## config.mk

```make
export PLATFORM = sky130hd
export DESIGN_NAME = encode_4to2_flat
export DESIGN_NICKNAME = d
export VERILOG_FILES = /design/src/rtl/encode_4to2_if.sv /design/src/rtl/encode_4to2.sv /design/src/flat_wrapper.sv
export SDC_FILE = /design/constraint.sdc
export NUM_CORES = 1
export LEC_CHECK = 0
export BUFFER_PORTS_ARGS = -buffer_cell sky130_fd_sc_hd__buf_2
export CORE_AREA = 2 2 39 41
export DETAILED_ROUTE_END_ITERATION = 10
export DIE_AREA = 0 0 41 43
export HOLD_SLACK_MARGIN = 0.06
export SLEW_MARGIN = 10
export SYNTH_ARGS = -nofsm -noshare
export SYNTH_HDL_FRONTEND = slang
export SYNTH_SLANG_ARGS = --single-unit
```

## constraint.sdc

```tcl
create_clock -name clk -period 0.9 [get_ports clk]
set_clock_uncertainty 0.1 [all_clocks]
set_input_delay 0.18 -clock clk [delete_from_list [all_inputs] [get_ports clk]]
set_output_delay 0.18 -clock clk [all_outputs]
set_load 0.1 [all_outputs]
```

## src/rtl/encode_4to2_if.sv

```systemverilog
// ---------------------------------------------------------------------------
// encode_4to2_if
//   Request/result bundle for the encode_4to2 priority encoder.
//   Signals:
//     en            sample enable (driven by master)
//     d0..d3        request lines, index 0..3 (driven by master)
//     a1, a0        encoded index MSB/LSB (driven by slave)
//     valid         at least one request line was high (driven by slave)
//     err           more than one request line was high (driven by slave),
//                   present only when ENCODE_MULTIHOT_ERR_EN is defined
//   Modports: master (request source), slave (the encoder).
// ---------------------------------------------------------------------------
interface encode_4to2_if;
   logic en;
   logic d0;
   logic d1;
   logic d2;
   logic d3;
   logic a1;
   logic a0;
   logic valid;
`ifdef ENCODE_MULTIHOT_ERR_EN
   logic err;
`endif

   modport master (
      output en, d0, d1, d2, d3,
      input  a1, a0, valid
`ifdef ENCODE_MULTIHOT_ERR_EN
      , err
`endif
   );

   modport slave (
      input  en, d0, d1, d2, d3,
      output a1, a0, valid
`ifdef ENCODE_MULTIHOT_ERR_EN
      , err
`endif
   );
endinterface

```

## src/rtl/encode_4to2.sv

```systemverilog
// ---------------------------------------------------------------------------
// encode_4to2
//   4-to-2 priority encoder with optional output register.
//   Parameters:
//     HIGH_PRI  1: d3 wins on multi-hot input; 0: d0 wins
//     REG_OUT   1: outputs captured on rising clk when en=1 (1-cycle latency)
//               0: outputs follow inputs combinationally, en ignored
//   Ports:
//     clk       system clock, rising-edge active
//     rst_n     asynchronous active-low reset, clears a1/a0/valid(/err)
//     bus       encode_4to2_if.slave: en, d0..d3 in; a1, a0, valid out
//   Optional feature, macro ENCODE_MULTIHOT_ERR_EN:
//     adds bus.err, high when more than one request line is high, with the
//     same timing and reset value as valid. Encoding still follows HIGH_PRI.
// ---------------------------------------------------------------------------
module encode_4to2 #(
   parameter bit HIGH_PRI = 1'b1,
   parameter bit REG_OUT  = 1'b1
) (
   input  logic         clk,
   input  logic         rst_n,
   encode_4to2_if.slave bus
);

   logic [3:0] req;
   logic [1:0] idx_c;
   logic       valid_c;

   assign req = {bus.d3, bus.d2, bus.d1, bus.d0};

   always_comb begin
      idx_c = '0;
      if (HIGH_PRI) begin
         if (req[3])      idx_c = 2'd3;
         else if (req[2]) idx_c = 2'd2;
         else if (req[1]) idx_c = 2'd1;
         else             idx_c = 2'd0;
      end else begin
         if (req[0])      idx_c = 2'd0;
         else if (req[1]) idx_c = 2'd1;
         else if (req[2]) idx_c = 2'd2;
         else if (req[3]) idx_c = 2'd3;
         else             idx_c = 2'd0;
      end
   end

   assign valid_c = |req;

`ifdef ENCODE_MULTIHOT_ERR_EN
   logic err_c;
   // Clearing the lowest set bit leaves something only if two or more were set.
   assign err_c = |(req & (req - 4'd1));
`endif

   generate
      if (REG_OUT) begin : g_reg
         logic [1:0] idx_q;
         logic       valid_q;
`ifdef ENCODE_MULTIHOT_ERR_EN
         logic       err_q;
`endif

         always_ff @(posedge clk or negedge rst_n) begin
            if (!rst_n) begin
               idx_q   <= '0;
               valid_q <= 1'b0;
`ifdef ENCODE_MULTIHOT_ERR_EN
               err_q   <= 1'b0;
`endif
            end else if (bus.en) begin
               idx_q   <= idx_c;
               valid_q <= valid_c;
`ifdef ENCODE_MULTIHOT_ERR_EN
               err_q   <= err_c;
`endif
            end
         end

         assign bus.a1    = idx_q[1];
         assign bus.a0    = idx_q[0];
         assign bus.valid = valid_q;
`ifdef ENCODE_MULTIHOT_ERR_EN
         assign bus.err   = err_q;
`endif
      end else begin : g_comb
         // Reset still gates the combinational path so outputs read 0 in reset.
         assign bus.a1    = rst_n & idx_c[1];
         assign bus.a0    = rst_n & idx_c[0];
         assign bus.valid = rst_n & valid_c;
`ifdef ENCODE_MULTIHOT_ERR_EN
         assign bus.err   = rst_n & err_c;
`endif
      end
   endgenerate

endmodule

```

## src/flat_wrapper.sv

```systemverilog
// flat-port wrapper written by rule: the top's interface ports become plain ports
module encode_4to2_flat 
#(
   parameter bit HIGH_PRI = 1'b1,
   parameter bit REG_OUT  = 1'b1
)
  (clk, rst_n, bus_en, bus_d0, bus_d1, bus_d2, bus_d3, bus_a1, bus_a0, bus_valid);
  encode_4to2_if bus_i ();
  input  logic clk;
  input  logic rst_n;
  input wire logic [$bits(bus_i.en)-1:0] bus_en;
  input wire logic [$bits(bus_i.d0)-1:0] bus_d0;
  input wire logic [$bits(bus_i.d1)-1:0] bus_d1;
  input wire logic [$bits(bus_i.d2)-1:0] bus_d2;
  input wire logic [$bits(bus_i.d3)-1:0] bus_d3;
  output wire logic [$bits(bus_i.a1)-1:0] bus_a1;
  output wire logic [$bits(bus_i.a0)-1:0] bus_a0;
  output wire logic [$bits(bus_i.valid)-1:0] bus_valid;
  assign bus_i.en = bus_en;
  assign bus_i.d0 = bus_d0;
  assign bus_i.d1 = bus_d1;
  assign bus_i.d2 = bus_d2;
  assign bus_i.d3 = bus_d3;
  assign bus_a1 = bus_i.a1;
  assign bus_a0 = bus_i.a0;
  assign bus_valid = bus_i.valid;
  encode_4to2 #(.HIGH_PRI(HIGH_PRI), .REG_OUT(REG_OUT)) u_core (.clk(clk), .rst_n(rst_n), .bus(bus_i));
endmodule
```

==> summary.md, run 1 <==
| Metric | Value |
|---|---|
| Status | `complete, but fails checks` |
| Failing checks | `setup timing` |
| WS Path Type | `reg2out` |
| DRC viols | `0` |
| Final Total Pwr | `541 µW` |
| Initial antenna violation count | `0` |
| Most frequent cells in the layout | `buf_2, nor2_1, clkbuf_4, buf_12, dfrtp_4` |
| Vias in the first global route | `146` |
| Area growth syn-to-layout | `130%` |
| Largest stage delay, worst path | `0.48 ns` |
| Distinct cells, synth | `6` |
| Rel. slew slack | `89.2%` |
| Slew @ Worst Pin | `0.162 ns` |
| Total gr overflow | `0` |
| # rows | `14` |
| DRT Wirelength | `321 µm` |
| Die width | `41 µm` |
| Part of the cycle the worst path needs | `129%` |
| Final net count | `35` |
| Critical path arrival | `0.88 ns` |
| Clock latency on the worst-skew pair | `0.23 ns` |
| CP Buf/Inv Count | `1` |
| Drt wl/cell | `7.47 µm` |
| Pre-Repair DR Iteration Count | `2` |
| Sequential share of the synthesized area | `61.9%` |
| Max Cap Viol | `0` |
| Die height | `43 µm` |
| Leakage | `0.000123 µW` |
| CTS root buffer | `clkbuf_4` |
| Global-route wire length before repair | `503 µm` |
| Commonest non-fill, non-tap cell in the layout | `buf_2` |
| CP startpoint kind | `register` |
| Hold crit path type | `in2reg` |
| CTS tree | `done` |
| Final Hold Vio Count | `0` |
| Synth Register Bits | `3` |
| Syn Std Cell Area | `121 µm²` |
| GR Util All Layers | `5.12%` |
| Seq. cell area | `86.3 µm²` |
| I/O pin cnt | `10` |
| Starting DRT DRC Count | `4` |
| Antenna Nets Post-Route | `0` |
| Syn Nets | `20` |
| CP required | `0.62 ns` |
| Footprint of the multi-input gates | `42.5 µm²` |
| R2R cell count | `2` |
| Fill count | `154` |
| Avg Inst Size Synth | `9.34 µm²` |
| Critical-path maximum fanout | `2` |
| Final setup fails | `3` |
| Via count | `143` |
| Power Density | `1940 nW/µm²` |
| Die area | `1760 µm²` |
| Clock sinks | `3` |
| CP Cell Sequence | `buf_12` |
| CTS Buffer Depth | `2` |
| N_diodes | `0` |
| Placeable Area | `1380 µm²` |
| Setup TNS | `-0.781 ns` |
| Clk pin slew, worst setup/hold paths | `0.04 ns` |
| Final number of max-transition violations | `0` |
| Worst Setup End Kind | `output pin` |
| Port Buf Inserts | `9` |
| Vias per inst | `3.33` |
| TritonCTS buffer count | `3` |
| Fin worst setup slack | `-0.262 ns` |
| Routability congestion estimate | `0.583` |
| Share of layout cells above drive strength 1 | `55.6%` |
| Cells after synthesis | `13` |
| CP delay by family, top | `flip-flops` |
| Setup bufs post-CTS | `0` |
| Largest net degree at the start of global routing | `7` |
| Starting Density | `8.77%` |
| Worst path slowest cell | `dfrtp_4` |
| Hold depth | `2` |
| Max Freq | `861 MHz` |
| Synth warn | `0` |
| Minimum clock period | `1.16 ns` |
| VDD IR max | `0.000347 V` |
| H-tree Lvls | `1` |
| RSZ-0062 raised after global routing | `true` |
| Stages on the worst setup path | `1` |
## repair_timing
action                                  in CTS  in global routing
hold endpoints to repair                     3                  0
resized for setup                            0                  0
endpoints found under the setup margin       3                  3
hold buffers                                 1                  0
## power by group
| part | internal (µW) | total [µW] | switching [µW] |
|---|---|---|---|
| Clock | 166 | 233 | 66.7 |
| Sequential | 151 | 162 | 10.1 |
| Combinational | 55.5 | 147 | 91.6 |
| Total | 373 | 541 | 168 |
## sequential cells by signal (all words and copies together) (netlist names)
signal / flops
u_core.bus.valid: 1
u_core.g_reg.idx_q: 2
## cells by family after synthesis
family          synth area share, %
compound gates                 14.4
simple gates                   20.6
flops                          61.9
buf+inv                        3.09
## final cells by class
| type | count | area share (%) |
|---|---|---|
| Timing Repair Buffer | 10 | 35.9 |
| Sequential cell | 3 | 30.9 |
| Multi-Input combinational cell | 9 | 15.2 |
| Clock buffer | 4 | 9.42 |
| Tap cell | 16 | 7.17 |
| Inverter | 1 | 1.35 |
## worst register-to-register path, delay by kind of cell (launching register included)
family / cells / cell delay [ns]
AOI/OAI and AO/OA: 1 / 0.05
DFF: 1 / 0.48
and+or+nand+nor: 1 / 0.10
## routing by layer
layer / part of all wire [%] / global-route usage [%] / up-vias
li1: - / - / 71
met1: 27 / 2.88 / 63
met2: 58 / 7.50 / 7
met3: 6.9 / 1.57 / 2
met4: 7.5 / 10.0 / 0
met5: 0 / 0 / -
## through the flow
step	cell area (µm²)	worst slack (ns)	util, %	hold slack [ns]	std cells
global route	279	-0.294	20.2	0.0787	43
floorplan	133	-0.0911	-	-0.216	13
global placement	243	-0.0223	17.5	-0.122	38
finish	279	-0.262	20.2	0.0891	43
CTS	279	-0.272	20.2	0.0803	43
detailed placement	243	-0.0206	17.5	-0.121	38
## worst paths after layout
path                                       start               endpoint  slack (ns)
max in group asynchronous                  rst_n  u_core.g_reg.idx_q[1]        0.39
setup / recovery                u_core.bus.valid              bus_valid       -0.26
hold / removal                            bus_en  u_core.g_reg.idx_q[1]        0.09
setup reg to reg                u_core.bus.valid       u_core.bus.valid        0.05
min in group asynchronous                  rst_n       u_core.bus.valid        0.18
hold reg to reg            u_core.g_reg.idx_q[1]  u_core.g_reg.idx_q[1]        0.50
## synthesized netlist by cell type
cell type | number | area (µm²)
nor2_1 | 5 | 18.8
nand2b_1 | 1 | 6.26
inv_1 | 1 | 3.75
a21oi_1 | 1 | 5.00
a31oi_1 | 2 | 12.5
dfrtp_1 | 3 | 75.1
Power figures use the tool's default switching activity.
==> run 2: changes to the inputs <==
--- a/config.mk
+++ b/config.mk
@@ -9,6 +9,7 @@
 export CORE_AREA = 2 2 39 41
 export DETAILED_ROUTE_END_ITERATION = 10
 export DIE_AREA = 0 0 41 43
+export GPL_TIMING_DRIVEN = 0
 export HOLD_SLACK_MARGIN = 0.06
 export SLEW_MARGIN = 10
 export SYNTH_ARGS = -nofsm -noshare
==> run 2 against run 1 <==
Compared with the run above:
- the flow still finishes with violations (setup timing)
- worst hold slack got worse by 0.0034 ns
- worst setup slack got worse by 0.0059 ns
- sequential power barely moved
- count of clock-buffer cells in the layout did not move
- routed wire length fell by 3.7%
- sequential share of layout area did not move
- non-clock buffer count did not move
==> summary.md, run 2 (synthesis results as in run 1) <==
| Metric | Value |
|---|---|
| Status | `complete, but fails checks (unchanged)` |
| Failing checks | `setup timing (unchanged)` |
| CP startpoint kind | `register (unchanged)` |
| CP Buf/Inv Count | `1 (unchanged)` |
| Drt wl/cell | `7.19 µm (was 7.47 µm)` |
| Slew @ Worst Pin | `0.140 ns (was 0.162 ns)` |
| N_diodes | `0 (unchanged)` |
| Max Freq | `856 MHz (was 861 MHz)` |
| Starting Density | `8.77% (unchanged)` |
| Part of the cycle the worst path needs | `130% (was 129%)` |
| Worst Setup End Kind | `output pin (unchanged)` |
| Fin area | `279 µm² (unchanged)` |
| Commonest non-fill, non-tap cell in the layout | `buf_2 (unchanged)` |
| Largest stage delay, worst path | `0.48 ns (about the same)` |
| Initial antenna violation count | `0 (unchanged)` |
| Clk pin slew, worst setup/hold paths | `0.04 ns (about the same)` |
| Max reg flops | `2 (unchanged)` |
| Clock sinks | `3 (unchanged)` |
| DRC viols | `0 (unchanged)` |
| WS Path Type | `reg2out (unchanged)` |
| Fin worst setup slack | `-0.268 ns (was -0.262 ns)` |
| CTS Buffer Depth | `2 (unchanged)` |
| Critical-path maximum fanout | `2 (unchanged)` |
| Global-route wire length before repair | `510 µm (was 503 µm)` |
| Comb power frac | `26.9% (was 27.2%)` |
| CP required | `0.62 ns (about the same)` |
| TritonCTS buffer count | `3 (unchanged)` |
| Leakage | `0.000123 µW (unchanged)` |
| Placed instance area | `198 µm² (was 243 µm²)` |
| H-tree Lvls | `1 (unchanged)` |
| Die width | `41 µm (unchanged)` |
| Dpl cells | `38 (unchanged)` |
| Sw Pwr | `169 µW (was 168 µW)` |
| CTS root buffer | `clkbuf_4 (unchanged)` |
| Pre-Repair DR Iteration Count | `2 (unchanged)` |
| P_int | `373 µW (about the same)` |
| Total gr overflow | `0 (unchanged)` |
| CP delay by family, top | `flip-flops (unchanged)` |
| Area growth syn-to-layout | `130% (unchanged)` |
| Placeable Area | `1380 µm² (unchanged)` |
| Via count | `140 (was 143)` |
| Fill count | `156 (was 154)` |
| Vias in the first global route | `164 (was 146)` |
| CTS tree | `done (unchanged)` |
| Clock latency on the worst-skew pair | `0.23 ns (about the same)` |
| Final setup fails | `3 (unchanged)` |
| Die area | `1760 µm² (unchanged)` |
| Antenna Nets Post-Route | `0 (unchanged)` |
| Final Total Pwr | `542 µW (was 541 µW)` |
| # rows | `14 (unchanged)` |
| GR Util All Layers | `5.40% (was 5.12%)` |
| Die height | `43 µm (unchanged)` |
| Starting DRT DRC Count | `2 (was 4)` |
| DRT Wirelength | `309 µm (was 321 µm)` |
| Register with the most flip-flops | `u_core.g_reg.idx_q (unchanged)` |
| Share of layout cells above drive strength 1 | `55.6% (unchanged)` |
| Port Buf Inserts | `9 (unchanged)` |
| RSZ-0062 raised after global routing | `true (unchanged)` |
| Final Hold Vio Count | `0 (unchanged)` |
| Fraction of power spent switching nets | `31.2% (was 31.1%)` |
| Final number of max-transition violations | `0 (unchanged)` |
| Max Cap Viol | `0 (unchanged)` |
| Most frequent cells in the layout | `buf_2, nor2_1, clkbuf_4, buf_12, dfrtp_4 (unchanged)` |
| Non-filler cells, final | `43 (unchanged)` |
| Minimum hold slack | `0.0857 ns (was 0.0891 ns)` |
| Minimum clock period | `1.17 ns (was 1.16 ns)` |
| I/O pin cnt | `10 (unchanged)` |
| Final net count | `35 (unchanged)` |
| Power Density | `1940 nW/µm² (about the same)` |
| Vias per inst | `3.26 (was 3.33)` |
| Routability congestion estimate | `0.603 (was 0.583)` |
| Clk pwr share | `43.2% (was 43.0%)` |
| Seq pwr share | `29.9% (was 29.8%)` |
| Hold crit path type | `in2reg (unchanged)` |
| Rel. slew slack | `90.6% (was 89.2%)` |
| Critical path arrival | `0.89 ns (was 0.88 ns)` |
| VDD IR max | `0.000252 V (was 0.000347 V)` |
| CP Cell Sequence | `buf_12 (unchanged)` |
| Worst path slowest cell | `dfrtp_4 (unchanged)` |
| Largest net degree at the start of global routing | `7 (unchanged)` |
## run 2: final timing paths
check                                 startpoint               endpoint  slack [ns]  cells after the start
setup / recovery                u_core.bus.valid              bus_valid       -0.27                      1
hold / removal                            bus_en  u_core.g_reg.idx_q[1]        0.09                      2
setup reg to reg                u_core.bus.valid       u_core.bus.valid        0.07                      2
hold reg to reg            u_core.g_reg.idx_q[1]  u_core.g_reg.idx_q[1]        0.50                      2
max in group asynchronous                  rst_n  u_core.g_reg.idx_q[1]        0.41                      2
min in group asynchronous                  rst_n       u_core.bus.valid        0.17                      2
## run 2: area by class of cell
class                      instances  area [µm²]  share of cell area (%)
timing repair buffer              10         100                    35.9
sequential                         3        86.3                    30.9
multi-input combinational          9        42.5                    15.2
clock buffer                       4        26.3                    9.42
tap                               16        20.0                    7.17
inverter                           1        3.75                    1.35
## run 2: routing by layer
| layer | vias to the layer above | part of all wire (%) | track usage (%) |
|---|---|---|---|
| met5 | - | 0 | 0 |
| met4 | 0 | 13 | 14.0 |
| met3 | 4 | 8.1 | 0 |
| met2 | 9 | 50 | 8.44 |
| met1 | 57 | 29 | 1.90 |
| li1 | 70 | - | - |
## run 2: stage by stage
stage | util [%] | worst slack (ns) | setup TNS, ns
floorplan | - | -0.0911 | -0.266
global placement | 14.3 | -0.180 | -0.536
detailed placement | 14.3 | -0.182 | -0.546
CTS | 20.2 | -0.278 | -0.831
global route | 20.2 | -0.292 | -0.856
finish | 20.2 | -0.268 | -0.797
## run 2: power groups by stage
stage	logic (µW)	registers, µW	clock network, µW
final	146	162	234
after global routing	155	163	258
after CTS	146	162	248
after detailed placement	113	158	0
after global placement	114	157	0
after floorplan	12.0	230	0
## run 2: repair_timing
item	in CTS	in global routing
endpoints found under the hold margin	3	0
resized for setup	12	0
hold buffers	1	0
endpoints found under the setup margin	3	3
setup buffers	0	0
==> run 3: changes to the inputs <==
--- a/config.mk
+++ b/config.mk
@@ -11,6 +11,7 @@
 export DIE_AREA = 0 0 41 43
 export GPL_TIMING_DRIVEN = 0
 export HOLD_SLACK_MARGIN = 0.06
+export PLACE_DENSITY = 0.3
 export SLEW_MARGIN = 10
 export SYNTH_ARGS = -nofsm -noshare
 export SYNTH_HDL_FRONTEND = slang
==> run 3 against run 2 <==
Compared with the run above:
- the run still ends with setup timing left
- register-to-register slack about the same
- utilization unchanged
- clock power increased by 3%
- largest cell class unchanged
==> summary.md, run 3 (synthesis results as in run 1) <==
| Metric | Value |
|---|---|
| Placed instance area | `198 µm² (unchanged)` |
| Area growth syn-to-layout | `130% (unchanged)` |
| DRC viols | `0 (unchanged)` |
| Global-route wire length before repair | `579 µm (was 510 µm)` |
| I/O pin cnt | `10 (unchanged)` |
| Final Hold Vio Count | `0 (unchanged)` |
| Part of the cycle the worst path needs | `130% (about the same)` |
| Max Freq | `854 MHz (was 856 MHz)` |
| CTS tree | `done (unchanged)` |
| Clk pwr share | `43.6% (was 43.2%)` |
| TritonCTS buffer count | `3 (unchanged)` |
| Fin worst setup slack | `-0.271 ns (was -0.268 ns)` |
| Share of layout cells above drive strength 1 | `55.6% (unchanged)` |
| Final number of max-transition violations | `0 (unchanged)` |
| CP Buf/Inv Count | `1 (unchanged)` |
| Total gr overflow | `0 (unchanged)` |
| Largest net degree at the start of global routing | `7 (unchanged)` |
| Worst Setup SP | `u_core.bus.valid (unchanged)` |
| RSZ-0062 raised after global routing | `true (unchanged)` |
| Fraction of power spent switching nets | `32.0% (was 31.2%)` |
| Vias per inst | `3.63 (was 3.26)` |
| CP required | `0.62 ns (about the same)` |
| GR Util All Layers | `5.63% (was 5.40%)` |
| Initial antenna violation count | `0 (unchanged)` |
| Hold crit path type | `in2reg (unchanged)` |
| Leakage | `0.000123 µW (unchanged)` |
| Starting Density | `8.77% (unchanged)` |
| Pre-Repair DR Iteration Count | `4 (was 2)` |
| Routability congestion estimate | `0.604 (was 0.603)` |
| Hold Crit Start | `bus_en (unchanged)` |
| Vias in the first global route | `156 (was 164)` |
| P_int | `373 µW (about the same)` |
| Non-filler cells, final | `43 (unchanged)` |
| Via count | `156 (was 140)` |
| CP delay by family, top | `flip-flops (unchanged)` |
| Clock sinks | `3 (unchanged)` |
| Clk pin slew, worst setup/hold paths | `0.04 ns (about the same)` |
| Final Total Pwr | `549 µW (was 542 µW)` |
| Largest stage delay, worst path | `0.48 ns (about the same)` |
| Port Buf Inserts | `9 (unchanged)` |
| DRT Wirelength | `346 µm (was 309 µm)` |
| R2R Path Start | `u_core.g_reg.idx_q[1] (was u_core.bus.valid)` |
| Most frequent cells in the layout | `buf_2, nor2_1, clkbuf_4, buf_12, dfrtp_4 (unchanged)` |
| Antenna Nets Post-Route | `0 (unchanged)` |
| Die height | `43 µm (unchanged)` |
| Final setup fails | `3 (unchanged)` |
| Commonest non-fill, non-tap cell in the layout | `buf_2 (unchanged)` |
| Critical-path maximum fanout | `2 (unchanged)` |
| Die area | `1760 µm² (unchanged)` |
| Fin area | `279 µm² (unchanged)` |
| WS Path Type | `reg2out (unchanged)` |
| Max Cap Viol | `0 (unchanged)` |
| CTS root buffer | `clkbuf_4 (unchanged)` |
| Power Density | `1970 nW/µm² (was 1940 nW/µm²)` |
| Critical path arrival | `0.89 ns (about the same)` |
| Placeable Area | `1380 µm² (unchanged)` |
| Clock latency on the worst-skew pair | `0.24 ns (was 0.23 ns)` |
| Worst path slowest cell | `dfrtp_4 (unchanged)` |
| H-tree Lvls | `1 (unchanged)` |
| Drt wl/cell | `8.05 µm (was 7.19 µm)` |
| Worst Setup End Kind | `output pin (unchanged)` |
| CTS Buffer Depth | `2 (unchanged)` |
| CP startpoint kind | `register (unchanged)` |
| Seq pwr share | `29.4% (was 29.9%)` |
| Max reg flops | `2 (unchanged)` |
| Starting DRT DRC Count | `2 (unchanged)` |
| Setup bufs post-CTS | `0 (unchanged)` |
| Comb power frac | `27.0% (was 26.9%)` |
| CP Cell Sequence | `buf_12 (unchanged)` |
| Setup TNS | `-0.800 ns (was -0.797 ns)` |
| Final net count | `35 (unchanged)` |
| Dpl cells | `38 (unchanged)` |
| Slew @ Worst Pin | `0.146 ns (was 0.140 ns)` |
| Register with the most flip-flops | `u_core.g_reg.idx_q (unchanged)` |
| Pre-CTS setup slack | `-0.185 ns (was -0.182 ns)` |
| Sw Pwr | `176 µW (was 169 µW)` |
| VDD IR max | `0.000406 V (was 0.000252 V)` |
| Die width | `41 µm (unchanged)` |
| Rel. slew slack | `90.2% (was 90.6%)` |
| Failing checks | `setup timing (unchanged)` |
| Minimum clock period | `1.17 ns (about the same)` |
| N_diodes | `0 (unchanged)` |
| # rows | `14 (unchanged)` |
| Status | `complete, but fails checks (unchanged)` |
run 3: timing repair:
item / in CTS / in global routing
setup endpoints to repair: 3 / 4
endpoints found under the hold margin: 3 / 0
pin swaps: 0 / 0
resized for setup: 12 / 0
hold buffers: 1 / 0
run 3: final timing paths:
kind                                              end  slack [ns]  cells past startpoint
worst min register to register  u_core.g_reg.idx_q[1]        0.50                      2
worst min-delay path            u_core.g_reg.idx_q[1]         0.1                      2
worst max-delay path                        bus_valid       -0.27                      1
max in group asynchronous       u_core.g_reg.idx_q[1]        0.40                      2
worst max register to register  u_core.g_reg.idx_q[1]        0.06                      2
min in group asynchronous            u_core.bus.valid        0.18                      2
run 3: power by group through the flow:
| stage | clock network [µW] | registers [µW] | logic (µW) |
|---|---|---|---|
| global placement | 0 | 158 | 115 |
| floorplan | 0 | 230 | 12.0 |
| finish | 240 | 162 | 148 |
| global route | 263 | 163 | 155 |
| CTS | 246 | 162 | 148 |
| detailed placement | 0 | 158 | 115 |
run 3: cell type report:
type                            instances  area, µm²
Fill cell                             150       1100
Timing Repair Buffer                   10        100
Sequential cell                         3       86.3
Multi-Input combinational cell          9       42.5
Clock buffer                            4       26.3
Tap cell                               16       20.0
Inverter                                1       3.75
run 3: through the flow:
step / utilization, % / hold slack [ns]
after global routing: 20.2 / 0.103
after detailed placement: 14.3 / -0.121
after floorplan: - / -0.216
after global placement: 14.3 / -0.121
final: 20.2 / 0.0975
after CTS: 20.2 / 0.0921
run 3: layer usage:
metal | part of all wire (%) | track usage (%) | up-vias
met5 | 0 | 0 | -
met4 | 2.0 | 6.00 | 0
met3 | 21 | 4.71 | 2
met2 | 36 | 5.94 | 16
met1 | 40 | 6.15 | 67
li1 | - | - | 71
